$ cat config.mk
export PLATFORM = sky130hd
export DESIGN_NAME = sha256_digest_serializer_flat
export DESIGN_NICKNAME = d
export VERILOG_FILES = /design/src/rtl/sha256_digest_serializer_if.sv /design/src/rtl/sha256_digest_serializer.sv /design/src/flat_wrapper.sv
export SDC_FILE = /design/constraint.sdc
export NUM_CORES = 1
export LEC_CHECK = 0
export ABC_AREA = 1
export BUFFER_PORTS_ARGS = -buffer_cell sky130_fd_sc_hd__clkbuf_2
export CAP_MARGIN = 20
export CORE_MARGIN = 3
export CORE_UTILIZATION = 54
export CTS_BUF_LIST = sky130_fd_sc_hd__clkbuf_16
export CTS_CLUSTER_SIZE = 20
export DETAILED_ROUTE_END_ITERATION = 12
export GPL_TIMING_DRIVEN = 0
export PLACE_DENSITY = 0.8
export SLEW_MARGIN = 20
export SYNTH_ARGS = -nofsm -noshare
export SYNTH_HDL_FRONTEND = slang
export SYNTH_SLANG_ARGS = --single-unit
$ cat constraint.sdc
create_clock -name clk_i -period 2.05 [get_ports clk_i]
set_input_delay 0.41 -clock clk_i [delete_from_list [all_inputs] [get_ports clk_i]]
set_output_delay 0.41 -clock clk_i [all_outputs]
set_load 0.02 [all_outputs]
$ cat src/rtl/sha256_digest_serializer_if.sv
// Bundles the SHA-256 digest handoff and the narrow word stream toward the packetizer.
// Latency: none; this is wiring only.
// Backpressure: the core side uses valid/yumi and the word side uses valid/ready.
//
// Signals:
//   digest_v_i / digest_i / digest_yumi_o : digest offer from the core and same-cycle consume
//   v_o / data_o / last_o / ready_i       : word stream toward the packetizer
//   busy_o                                : serializer currently holds a digest
// Modports:
//   master : the serializer
//   slave  : the surrounding logic, which drives the core side and the downstream ready
interface sha256_digest_serializer_if #(
  parameter int digest_width_p = 256,
  parameter int word_width_p   = 32
);
  logic                      digest_v_i;
  logic [digest_width_p-1:0] digest_i;
  logic                      digest_yumi_o;
  logic                      v_o;
  logic [word_width_p-1:0]   data_o;
  logic                      last_o;
  logic                      ready_i;
  logic                      busy_o;

  modport master (
    input  digest_v_i, digest_i, ready_i,
    output digest_yumi_o, v_o, data_o, last_o, busy_o
  );

  modport slave (
    output digest_v_i, digest_i, ready_i,
    input  digest_yumi_o, v_o, data_o, last_o, busy_o
  );
endinterface

$ cat src/rtl/sha256_digest_serializer.sv
// Splits one accepted SHA-256 digest into N narrow words, in H0-first or H7-first order.
// Latency: the first word is valid 1 cycle after yumi; each word then takes 1 cycle at ready=1.
// Backpressure: the word output stalls on !ready_i. A new digest is consumed only while idle or on the last-word handshake.
//
// Ports:
//   clk_i     : clock
//   reset_n_i : asynchronous active-low reset; it discards any held digest
//   io        : sha256_digest_serializer_if.master (digest in, word stream out, busy)
module sha256_digest_serializer #(
  parameter int digest_width_p = 256,
  parameter int word_width_p   = 32,
  parameter bit msb_first_p    = 1'b0
) (
  input logic                         clk_i,
  input logic                         reset_n_i,
  sha256_digest_serializer_if.master  io
);

  localparam int n_lp     = digest_width_p / word_width_p;
  localparam int cnt_w_lp = (n_lp > 1) ? $clog2(n_lp) : 1;
  localparam logic [cnt_w_lp-1:0] last_idx_lp = cnt_w_lp'(n_lp - 1);
  localparam logic [cnt_w_lp-1:0] one_lp      = cnt_w_lp'(1);

  if (word_width_p <= 0 || (digest_width_p % word_width_p) != 0) begin : g_bad_width
    $error("sha256_digest_serializer: word_width_p must evenly divide digest_width_p");
  end

  typedef enum logic {eIdle, eSend} state_e;

  state_e                    state_r;
  logic [cnt_w_lp-1:0]       cnt_r;
  logic [digest_width_p-1:0] held_r;
  logic                      last_r;
  logic                      yumi;
  logic [cnt_w_lp-1:0]       word_idx;
  logic [word_width_p-1:0]   word_dat;

  // The next digest may be consumed in the same cycle the last word leaves.
  // This keeps back-to-back digests gap-free, at the cost of a
  // combinational path from ready_i to the core's yumi.
  assign yumi = reset_n_i & io.digest_v_i &
                ((state_r == eIdle) | (last_r & io.ready_i));

  always_comb begin
    word_idx = msb_first_p ? (last_idx_lp - cnt_r) : cnt_r;
    word_dat = held_r[word_idx*word_width_p +: word_width_p];
  end

  always_ff @(posedge clk_i or negedge reset_n_i) begin
    if (!reset_n_i) begin
      state_r <= eIdle;
      cnt_r   <= '0;
      held_r  <= '0;
      last_r  <= 1'b0;
    end else if (yumi) begin
      held_r  <= io.digest_i;
      cnt_r   <= '0;
      state_r <= eSend;
      last_r  <= (n_lp == 1);
    end else if (state_r == eSend && io.ready_i) begin
      if (last_r) begin
        state_r <= eIdle;
        cnt_r   <= '0;
        last_r  <= 1'b0;
      end else begin
        cnt_r  <= cnt_r + one_lp;
        last_r <= ((cnt_r + one_lp) == last_idx_lp);
      end
    end
  end

  assign io.digest_yumi_o = yumi;
  assign io.v_o           = (state_r == eSend);
  assign io.busy_o        = (state_r == eSend);
  assign io.last_o        = last_r;
  assign io.data_o        = (state_r == eSend) ? word_dat : '0;

endmodule
$ cat src/flat_wrapper.sv
// flat-port wrapper written by rule: the top's interface ports become plain ports
module sha256_digest_serializer_flat 
#(
  parameter int digest_width_p = 256,
  parameter int word_width_p   = 32,
  parameter bit msb_first_p    = 1'b0
)
  (clk_i, reset_n_i, io_digest_v_i, io_digest_i, io_ready_i, io_digest_yumi_o, io_v_o, io_data_o, io_last_o, io_busy_o);
  sha256_digest_serializer_if #(.digest_width_p(digest_width_p), .word_width_p(word_width_p)) io_i ();
  input logic clk_i;
  input logic reset_n_i;
  input wire logic [$bits(io_i.digest_v_i)-1:0] io_digest_v_i;
  input wire logic [$bits(io_i.digest_i)-1:0] io_digest_i;
  input wire logic [$bits(io_i.ready_i)-1:0] io_ready_i;
  output wire logic [$bits(io_i.digest_yumi_o)-1:0] io_digest_yumi_o;
  output wire logic [$bits(io_i.v_o)-1:0] io_v_o;
  output wire logic [$bits(io_i.data_o)-1:0] io_data_o;
  output wire logic [$bits(io_i.last_o)-1:0] io_last_o;
  output wire logic [$bits(io_i.busy_o)-1:0] io_busy_o;
  assign io_i.digest_v_i = io_digest_v_i;
  assign io_i.digest_i = io_digest_i;
  assign io_i.ready_i = io_ready_i;
  assign io_digest_yumi_o = io_i.digest_yumi_o;
  assign io_v_o = io_i.v_o;
  assign io_data_o = io_i.data_o;
  assign io_last_o = io_i.last_o;
  assign io_busy_o = io_i.busy_o;
  sha256_digest_serializer #(.digest_width_p(digest_width_p), .word_width_p(word_width_p), .msb_first_p(msb_first_p)) u_core (.clk_i(clk_i), .reset_n_i(reset_n_i), .io(io_i));
endmodule
==> impl_metrics.ini <==
[global_route]
grt_max_degree = 93
grt_pass1_wl_um = 65900
grt_pass1_vias = 12630
grt_overflow = 0
grt_usage_pct = 32.66
antenna_found_initial = 1

[floorplan]
core_um2 = 22850
start_util_pct = 55.56
std_cell_rows = 55
die_w_um = 159.3
ios = 296
die-area_um2 = 25380
die_h_um = 159.3

[synth]
ys_types = 16
syn_avg_cell_area_um2 = 7.432
yosysSeqAreaShare_pct = 51.45
yosysWarnings = 0
synth_fp_nets = 1970
syn_area_um2 = 12690
ys_ff_latch = 261
syn-instance-count = 1708

[finish]
drive_above_1_share_pct = 24.14
area_growth_pct = 28.26
final_cell_count_no_fill = 2389
fin_nets = 2317
final_util_pct = 71.27

[timing]
rsz0062_at_grt = yes
period_share_pct = 122.4
setup_viol = 32
setup_slack_ns = -0.4594
tightestPinTransition_ns = 0.6194
finalMaxSlewViolations = 0
finClkSkew_ns = 0.01625
max_slew_margin_pct = 58.71
max_freq_mhz = 398.5
hold_violations = 0
fin_crit_ns = 2.509

[cts]
clkTransAtPathRegs_ns = 0.06
cts_num_sinks = 261
cts_tree = done
worstSkewPairLatency_ns = 0.55
htree_levels = 1
root_buffer = clkbuf_16
cts.path.max_buffers = 3
cts_buffers = 28

[drt]
drt_pass1_iterations = 6
drtIter0Drc = 1236
vias = 12758
wl_per_cell_um = 17.70
routed_wl_um = 42300
drc = 0
drtAntennaViolNets = 0
via_per_inst = 5.340

[worst_setup_path]
reg2reg_setup_slack_ns = 0.27
slowest_delay_ns = 0.47
path_class = reg2out
cp_max_fo = 10
regToRegEndpoint = u_core.held_r[127]
r2r-start = u_core.io.busy_o
crit_family = buffers and inverters
critPathArrivalTime_ns = 2.10
cp_data_required_time_ns = 1.64
critPathBufInv = 4
crit_path_top_delay_cell = dfrtp_2
endpoint_kind = output pin
startpoint_type = flip-flop
crit_chain = inv_4 > buf_12 > buf_6 > nand2_1 > nand3_1 > nand2_1 > nor2_2 > nor2_2 > clkbuf_4
r2r_cells = 6

[placed_design]
dp_cells = 2318
place.gp.congestion = 0.8885
hpwl_um = 30360
port-buffer-count = 295
post-place-ws_ns = -0.9930

[status]
violations = negative setup slack
status = finished with violations

[flow_run]
max-cap-violations = 0

[worst_hold_path]
hold_class = in2async

[power_and_ir_drop]
p_leak_uw = 0.008729
irDropWorstVdd_v = 0.001738
power_uw = 27690
pwr_density_cell_nw_per_um2 = 1700
==> cells in the mapped netlist, drive strengths merged <==
cell type | n | area, um^2
a21oi | 2 | 21.27
buf | 90 | 511.8
clkbuf | 19 | 71.32
dfrtp | 261 | 6531
ha | 2 | 25.02
inv | 259 | 972.2
nand2 | 592 | 2222
nand3 | 161 | 805.8
nor2 | 65 | 244.0
o21ai | 256 | 1281
xor2 | 1 | 8.760
==> kinds of logic (layout without fill, tap and decap cells) <==
kind of cell	Yosys count	in the layout	synth area share (%)
AND/OR/NAND/NOR	818	818	25.77
buffers and inverters	368	735	12.25
flip-flops	261	261	51.45
AO/OA/AOI/OAI	258	258	10.26
adder cells (fa/ha/maj)	2	2	0.1971
XOR/XNOR	1	1	0.06901
other	0	1	0
==> how the worst max path moves through the flow <==
stage / startpoint / end / slack, ns / cells past startpoint
2_1_floorplan: u_core.cnt_r[1] / io_data_o[0] / 0.27 / 6
5_1_grt: u_core.cnt_r[0] / io_data_o[23] / -0.48 / 9
4_1_cts: u_core.cnt_r[0] / io_data_o[12] / -0.44 / 8
3_3_place_gp: reset_n_i / io_digest_yumi_o / -5.49 / 6
6_report: u_core.cnt_r[0] / io_data_o[17] / -0.46 / 9
3_5_place_dp: reset_n_i / io_digest_yumi_o / -0.99 / 7
==> timing repair <==
action                                 CTS  global route
setup buffers                            3             7
resized for setup                      166            49
setup endpoints to repair              290            33
gates cloned                             2             1
endpoints found under the hold margin   75             0
hold buffers                             8             0
pin swaps                                5             4
==> report_power, final <==
part	internal [uW]	leakage, uW	switching (uW)
sequential	7770	0.00310	794
clock	2650	0.000440	2060
combinational	5300	0.00519	9110
total	15700	0.00873	12000
==> state kept, by name, indices dropped and copies added, names as in the netlist <==
signal / flops
u_core.cnt_r: 3
u_core.held_r: 256
u_core.io.busy_o: 1
u_core.io.last_o: 1
==> layer usage <==
metal / vias to the layer above / wire (um) / track usage (%)
met5: - / 0 / 0
met4: 0 / 2024 / 13.97
met3: 125 / 3645 / 5.827
met2: 654 / 19370 / 51.93
met1: 6059 / 17250 / 44.50
li1: 5920 / - / -
==> layout by cell type, fill, tap and decap left out, types with 2 or more instances in the layout <==
| cell | instances |
|---|---|
| nand3_2 | 3 |
| dfrtp_2 | 2 |
| nand2_1 | 584 |
| inv_1 | 265 |
| buf_4 | 69 |
| clkinv_2 | 3 |
| clkinv_1 | 9 |
| clkbuf_2 | 263 |
| clkbuf_1 | 7 |
| nand2_2 | 8 |
| ha_1 | 2 |
| clkbuf_16 | 31 |
| o21ai_0 | 248 |
| o21ai_1 | 8 |
| buf_12 | 4 |
| buf_8 | 4 |
| clkbuf_4 | 13 |
| buf_6 | 12 |
| buf_2 | 32 |
| dfrtp_1 | 259 |
| nand3_1 | 158 |
| clkbuf_8 | 12 |
| nor2_1 | 28 |
| nor2_4 | 8 |
| dlygate4sd3_1 | 4 |
| nor2_2 | 29 |
| buf_16 | 3 |
==> through the flow <==
step	hold slack (ns)	cell area, um^2	setup TNS (ns)
floorplan	0.1144	12690	0
global placement	0.5034	14560	-2618.43
detailed placement	0.4982	14630	-191.87
CTS	0.01588	16130	-12.60
global route	0.02469	16280	-14.50
finish	0.01880	16280	-12.28
==> area by class of cell <==
type                       count  area, um^2
antenna                        1       2.502
multi-input combinational   1079        4776
fill                        1902        6565
clock buffer                  29       725.7
inverter                     259       979.7
tap                          313       391.6
timing repair buffer         318        1963
buffer                       108       800.8
clock inverter                21       108.9
sequential                   261        6534
(Power assumes the default switching activity.)
